## config.mk

```make
export PLATFORM = sky130hd
export DESIGN_NAME = universal_shift_ctrl
export DESIGN_NICKNAME = d
export VERILOG_FILES = /design/src/rtl/universal_shift_ctrl.sv
export SDC_FILE = /design/constraint.sdc
export NUM_CORES = 1
export LEC_CHECK = 0
export ABC_AREA = 0
export BUFFER_PORTS_ARGS = -buffer_cell sky130_fd_sc_hd__buf_2
export CAP_MARGIN = 20
export CORE_MARGIN = 1.5
export CORE_UTILIZATION = 30
export CTS_CLUSTER_DIAMETER = 200
export DETAILED_ROUTE_END_ITERATION = 8
export PLACE_DENSITY = 0.5
export SYNTH_ARGS = -nofsm -noshare
export SYNTH_HDL_FRONTEND = slang
export SYNTH_SLANG_ARGS = --single-unit
```

## constraint.sdc

```tcl
create_clock -name clk -period 3.9 [get_ports clk]
set_clock_uncertainty 0.05 [all_clocks]
set_input_delay 0.78 -clock clk [delete_from_list [all_inputs] [get_ports clk]]
set_output_delay 0.78 -clock clk [all_outputs]
set_load 0.02 [all_outputs]
```

## src/rtl/universal_shift_ctrl.sv

```systemverilog
// Command sequencer for a 4-bit universal shift register: turns one command into per-cycle mode/serial/load drive.
// Optional ROR/ROL support is enabled by defining UNIVERSAL_SHIFT_CTRL_ROTATE_EN.
module universal_shift_ctrl #(
  parameter int WIDTH = 4,
  parameter int CNT_W = 3
) (
  input  logic             clk,
  input  logic             rst,
  input  logic             cmd_valid,
  output logic             cmd_ready,
  input  logic [2:0]       cmd_op,
  input  logic [CNT_W-1:0] cmd_count,
  input  logic             cmd_fill,
  input  logic [WIDTH-1:0] cmd_data,
  input  logic             cmd_abort,
  input  logic [WIDTH-1:0] a_par,
  output logic             s1,
  output logic             s0,
  output logic             msb_in,
  output logic             lsb_in,
  output logic [WIDTH-1:0] i_par,
  output logic             done,
  output logic             aborted,
  output logic             err,
  output logic [1:0]       state_dbg
);

  // Handshake: a command transfers on a rising edge where cmd_valid && cmd_ready;
  // cmd_ready is a pure function of state, and the requester holds cmd_valid until then.

  localparam logic [2:0] OP_LOAD = 3'b000;
  localparam logic [2:0] OP_SHR  = 3'b001;
  localparam logic [2:0] OP_SHL  = 3'b010;
  localparam logic [2:0] OP_ASR  = 3'b011;
  localparam logic [2:0] OP_ROR  = 3'b100;
  localparam logic [2:0] OP_ROL  = 3'b101;

  typedef enum logic [1:0] {IDLE = 2'd0, RUN = 2'd1, DONE = 2'd2} state_t;

  state_t           state, state_n;
  logic [2:0]       op_q;
  logic             fill_q;
  logic [CNT_W-1:0] remaining, remaining_n;
  logic [1:0]       mode_q, mode_n, mode_out;
  logic             abort_q, abort_n;
  logic             err_n;
  logic             accept;

  function automatic logic op_legal(input logic [2:0] op);
    case (op)
      OP_LOAD, OP_SHR, OP_SHL, OP_ASR: op_legal = 1'b1;
`ifdef UNIVERSAL_SHIFT_CTRL_ROTATE_EN
      OP_ROR, OP_ROL:                  op_legal = 1'b1;
`endif
      default:                         op_legal = 1'b0;
    endcase
  endfunction

  function automatic logic [1:0] op_mode(input logic [2:0] op);
    case (op)
      OP_LOAD:        op_mode = 2'b11;
      OP_SHL, OP_ROL: op_mode = 2'b10;
      default:        op_mode = 2'b01;
    endcase
  endfunction

  always_comb begin
    state_n     = state;
    mode_n      = mode_q;
    remaining_n = remaining;
    abort_n     = abort_q;
    err_n       = 1'b0;
    accept      = 1'b0;
    case (state)
      IDLE: begin
        if (cmd_valid) begin
          if (!op_legal(cmd_op)) begin
            err_n = 1'b1;
          end else begin
            accept  = 1'b1;
            abort_n = 1'b0;
            if (cmd_op == OP_LOAD) begin
              mode_n      = 2'b11;
              remaining_n = CNT_W'(1);
              state_n     = RUN;
            end else if (cmd_count == '0) begin
              mode_n      = 2'b00;
              remaining_n = '0;
              state_n     = DONE;
            end else begin
              mode_n      = op_mode(cmd_op);
              remaining_n = cmd_count;
              state_n     = RUN;
            end
          end
        end
      end
      RUN: begin
        if (cmd_abort) begin
          mode_n  = 2'b00;
          abort_n = 1'b1;
          state_n = DONE;
        end else begin
          remaining_n = remaining - CNT_W'(1);
          if (remaining == CNT_W'(1)) begin
            mode_n  = 2'b00;
            state_n = DONE;
          end
        end
      end
      DONE:    state_n = IDLE;
      default: state_n = IDLE;
    endcase
  end

  always_ff @(posedge clk or negedge rst) begin
    if (!rst) begin
      state     <= IDLE;
      mode_q    <= 2'b00;
      remaining <= '0;
      abort_q   <= 1'b0;
      err       <= 1'b0;
      op_q      <= OP_LOAD;
      fill_q    <= 1'b0;
      i_par     <= '0;
    end else begin
      state     <= state_n;
      mode_q    <= mode_n;
      remaining <= remaining_n;
      abort_q   <= abort_n;
      err       <= err_n;
      if (accept) begin
        op_q   <= cmd_op;
        fill_q <= cmd_fill;
        i_par  <= cmd_data;
      end
    end
  end

  // An abort must suppress the shift at the very edge it is sampled, so it gates the mode combinationally.
  assign mode_out  = (state == RUN && cmd_abort) ? 2'b00 : mode_q;
  assign s1        = mode_out[1];
  assign s0        = mode_out[0];
  assign cmd_ready = (state == IDLE);
  assign done      = (state == DONE);
  assign aborted   = (state == DONE) && abort_q;
  assign state_dbg = state;

  always_comb begin
    msb_in = 1'b0;
    lsb_in = 1'b0;
    if (mode_out != 2'b00) begin
      case (op_q)
        OP_SHR: msb_in = fill_q;
        OP_SHL: lsb_in = fill_q;
        OP_ASR: msb_in = a_par[WIDTH-1];
`ifdef UNIVERSAL_SHIFT_CTRL_ROTATE_EN
        OP_ROR: msb_in = a_par[0];
        OP_ROL: lsb_in = a_par[WIDTH-1];
`endif
        default: ;
      endcase
    end
  end

`ifndef UNIVERSAL_SHIFT_CTRL_ROTATE_EN
  logic a_par_unused;
  assign a_par_unused = ^a_par[WIDTH-2:0];
`endif

endmodule

```

Yosys cells after proc, flatten, opt, wreduce, memory -nomap -nowiden
Cells that the tools add are included.

operators by class
  multiplexer cells = 39
  $add $sub $neg = 1
  reductions and logical operators = 13
  equal/unequal tests = 15

operator list
  cell                                                 number
  2-to-1 mux 2 bit                                     14
  2-to-1 mux 1 bit                                     15
  2-to-1 mux 3 bit                                     5
  equality test 3 x 2 -> 1 bit, second input constant  4
  AND reduction 4 bit                                  3
  equality test 3 x 1 -> 1 bit, second input constant  3
  one-hot mux 2 bit (2 select lines)                   2
  logical NOT 3 bit                                    2
  != test 2 bit, second input constant                 3
  one-hot mux 3 bit (2 select lines)                   1
  one-hot mux 1 bit (2 select lines)                   2
  nonzero test 2 bit                                   2
  OR reduction 4 bit                                   1
  equality test 3 bit, second input constant           1
  != test 3 bit, second input constant                 1
  AND reduction 3 bit                                  1
  subtractor 3 x 1 -> 3 bit, second input constant     1
  equality test 2 x 1 -> 1 bit, second input constant  1
  equality test 2 bit, second input constant           1
  logical AND 1 bit                                    2
  logical NOT 2 bit                                    1
  != test 2 x 1 -> 1 bit, second input constant        1
  OR reduction 2 bit                                   1

word-level totals
  bits of input ports = 19
  logic and storage cells = 76
  register bits = 17
  output and inout bits = 14

Depth between registers and ports, before layout
  depth after elaboration = 8
  gate-level depth with buffers = 5
  gate-level depth less buffers = 5

Worst setup path before layout
No wires, ideal clock.

  path type = input -> output
  from = in cmd_abort
  to = out lsb_in
  data required time = 3.070 ns
  data arrival time = 1.624 ns
  stages = 2
  slack = 1.446 ns
  buffers on the path = 0
  path through = and2_1 nor4_1

between the ends
  cells in the longest elaborated chain, start to end = 4

ends and longest elaborated chain
  element             RTL line  source
  from (decl)         15        input logic cmd_abort,
  logical AND 1 bit   141       assign mode_out = (state == RUN && cmd_abort) ? 2'b00 : mode_q;
  2-to-1 mux 2 bit    141
  nonzero test 2 bit  152       if (mode_out != 2'b00) begin
  2-to-1 mux 1 bit    152
  to (decl)           20        output logic lsb_in,

Every way passes these cells.

Final worst setup path
  from = reg state[1] (netlist: state_dbg[1])
  to = out msb_in

between the ends
  cells in the longest elaborated chain, start to end = 5

ends and longest elaborated chain
  element                       RTL line  source
  from (decl)                   40        state_t state, state_n;
  from (signal assigned)        127       state <= state_n;
  equality test 2 x 1 -> 1 bit  141
  logical AND 1 bit             141
  2-to-1 mux 2 bit              141
  nonzero test 2 bit            152
  2-to-1 mux 1 bit              152
  to (decl)                     19        output logic msb_in,

Every way passes these cells.

==> out/qor.txt <==
Cell Count, Final, Fillers Out: 141
Max-slew headroom: 46.0%
Wirelength per Cell: 13.5 um
placed cell count: 137
H-tree depth: 1
sum of negative setup slack: 0 ns
Yosys cell types: 34
largest net degree at the start of global routing: 18
pwr/cell area: 647 mW/mm2
fmax: 0.397 GHz
Worst Hold Class: input pin to asynchronous set/reset pin
Filler cells: 293
crit-path max FO: 10
Worst Tran Pin Value: 0.807 ns
most frequent cells in the layout: buf_2 (29), dfrtp_1 (17), mux2_2 (9)
CTS root buf: clkbuf_4
GRT Total Usage: 13.5%
I/O Pins: 33
first-pass GRT wire length: 3450 um
Initial DRT Pass Iterations: 6
crit path time final: 2.52 ns
Via Count: 726
final worst path period share: 64.5%
RSZ-0062 raised after global routing: false
syn nets: 100
Die Y: 58.0 um
CTS tree: done
final hold slack: 0.342 ns
Cells after Synth: 79
Routed Antenna Nets: 0
VDD IR max: 0.305 mV
hold-fix buffers at CTS: 0
aggregate global routing overflow: 0
final WL: 1900 um
Setup crit start kind: flop
commonest non-fill, non-tap cell in the layout: buf_2
delay of the slowest critical-path stage: 0.58 ns
Hold Vio Cnt, Final: 0
Critical Setup Path Class: flop to output pin
initial antenna violation count: 0
layout cells sized above 1: 41.8%
synthesized flop and latch total: 17
Syn Area/Cell: 11.5 um2
Final nets: 132
routability cong.: 0.828
starting density of the core: 32.3%
DRT iter0 DRCs: 28
setup bufs post-CTS: 0
Final Setup Violations: 0
hpwl dp: 1430 um
Residual DRC: 0
Layout area overhead: 21.5%
critical-path cell list: nor2b_1 > and2_1 > nor4_1 > buf_2
via density per instance: 5.15
Sink Count: 17
YS warnings: 0
status: finished clean
die area: 0.00336 mm2
register area share after synthesis: 47.0%
core area: 0.00281 mm2
PostCTS Resize Cnt: 0
Final Util: 39.3%
row count: 19
n_diodes: 0
Die W: 58.0 um
Inserted Clock Buffers: 3
max-cap violations: 0
vias in the first global route: 753
Worst EP required: 3.07 ns
worst skew pair latency: 0.29 ns
CTS clk-pin slew, worst paths: 0.10 ns
Worst Setup End Kind: output pin
slowest CP cell: dfrtp_1
P_leak: 0.522 nW
Syn Std Cell Area: 906 um2
data arrival time of the critical path: 1.69 ns
Slew Limit Fails: 0
Longest Clk Path Bufs: 2
port bufs: 29
==> routing by layer <==
layer	GRT usage (%)	routed length [um]
met1	17.3	901
met2	21.9	880
met3	4.91	105
met4	2.99	12
met5	0	0
==> logic make-up after synthesis <==
family	after synthesis	synth area share, %
flip-flops	17	47.0
adder cells (fa/ha/maj)	2	2.76
AO/OA/AOI/OAI	15	12.4
buffers and inverters	6	3.45
multiplexers	9	11.2
AND/OR/NAND/NOR	30	23.2
==> sequential cells by signal, indices dropped and copies added (netlist names) <==
name / count
i_par: 4
state_dbg: 2
abort_q: 1
err: 1
op_q: 3
fill_q: 1
mode_q: 2
remaining: 3
==> metrics by stage <==
step                      instance area, um2  worst slack, ns  power [mW]
after floorplan                          906             1.45       0.528
after global placement                  1070             1.53       0.618
after detailed placement                1070             1.52       0.624
after CTS                               1100             1.34       0.724
after global routing                    1100             1.18       0.777
final                                   1100             1.38       0.712
==> worst max-delay path: cells and delay by family (launching register included) <==
kind / cells / cell delay, ns
buf+inv: 1 / 0.21
simple gates: 3 / 0.61
flops: 1 / 0.58
==> synthesized netlist by cell type <==
cell	number	area, um2
nor3b_2	2	25.0
a31oi_1	1	6.26
a31o_1	1	8.76
o2bb2ai_1	1	8.76
and3_2	1	7.51
o22ai_1	2	12.5
or3_1	1	6.26
inv_1	4	15.0
nor3b_1	1	7.51
nor3_1	1	5.00
nand2b_1	2	12.5
nand3b_1	2	15.0
o41a_1	1	11.3
nor2b_1	3	18.8
nor4_1	2	12.5
a22o_1	1	8.76
buf_2	1	5.00
a21oi_1	1	5.00
ha_1	2	25.0
a221o_1	1	10.0
o21ai_0	3	15.0
or2b_1	1	7.51
or4_1	1	7.51
mux2_2	9	101
nor2_1	4	15.0
a32o_1	1	10.0
nor4bb_1	1	10.0
dfrtp_1	17	425
and2_1	4	25.0
a21o_1	1	7.51
nor4b_4	1	23.8
buf_6	1	11.3
o32ai_1	1	8.76
nand2_1	3	11.3
==> final timing paths <==
| kind | from | endpoint | cells after the start | slack [ns] |
|---|---|---|---|---|
| worst max-delay path | state_dbg[1] | msb_in | 4 | 1.38 |
| worst min-delay path | rst | op_q[2] | 1 | 0.34 |
| worst max register to register | state_dbg[0] | remaining[1] | 3 | 1.99 |
| worst min register to register | remaining[1] | remaining[1] | 1 | 0.46 |
| max in group asynchronous | rst | op_q[1] | 1 | 3.18 |
| min in group clk | remaining[1] | remaining[1] | 1 | 0.46 |
==> where the power goes <==
part / switching, mW / leakage [nW] / internal [mW]
Combinational: 0.167 / 0.294 / 0.146
Clock: 0.0580 / 0.0177 / 0.0382
Sequential: 0.0572 / 0.211 / 0.245
==> cell type report <==
class | instances | area [um2] | share of cell area [%]
clock buffers | 3 | 22.5 | 2.05
multi-input cells | 56 | 449 | 40.8
clock inverters | 1 | 5.00 | 0.455
well taps | 31 | 38.8 | 3.52
repair buffers | 29 | 145 | 13.2
inverters | 4 | 15.0 | 1.36
flip-flops and latches | 17 | 425 | 38.6
Note: power is estimated with default switching activity, not from simulation.
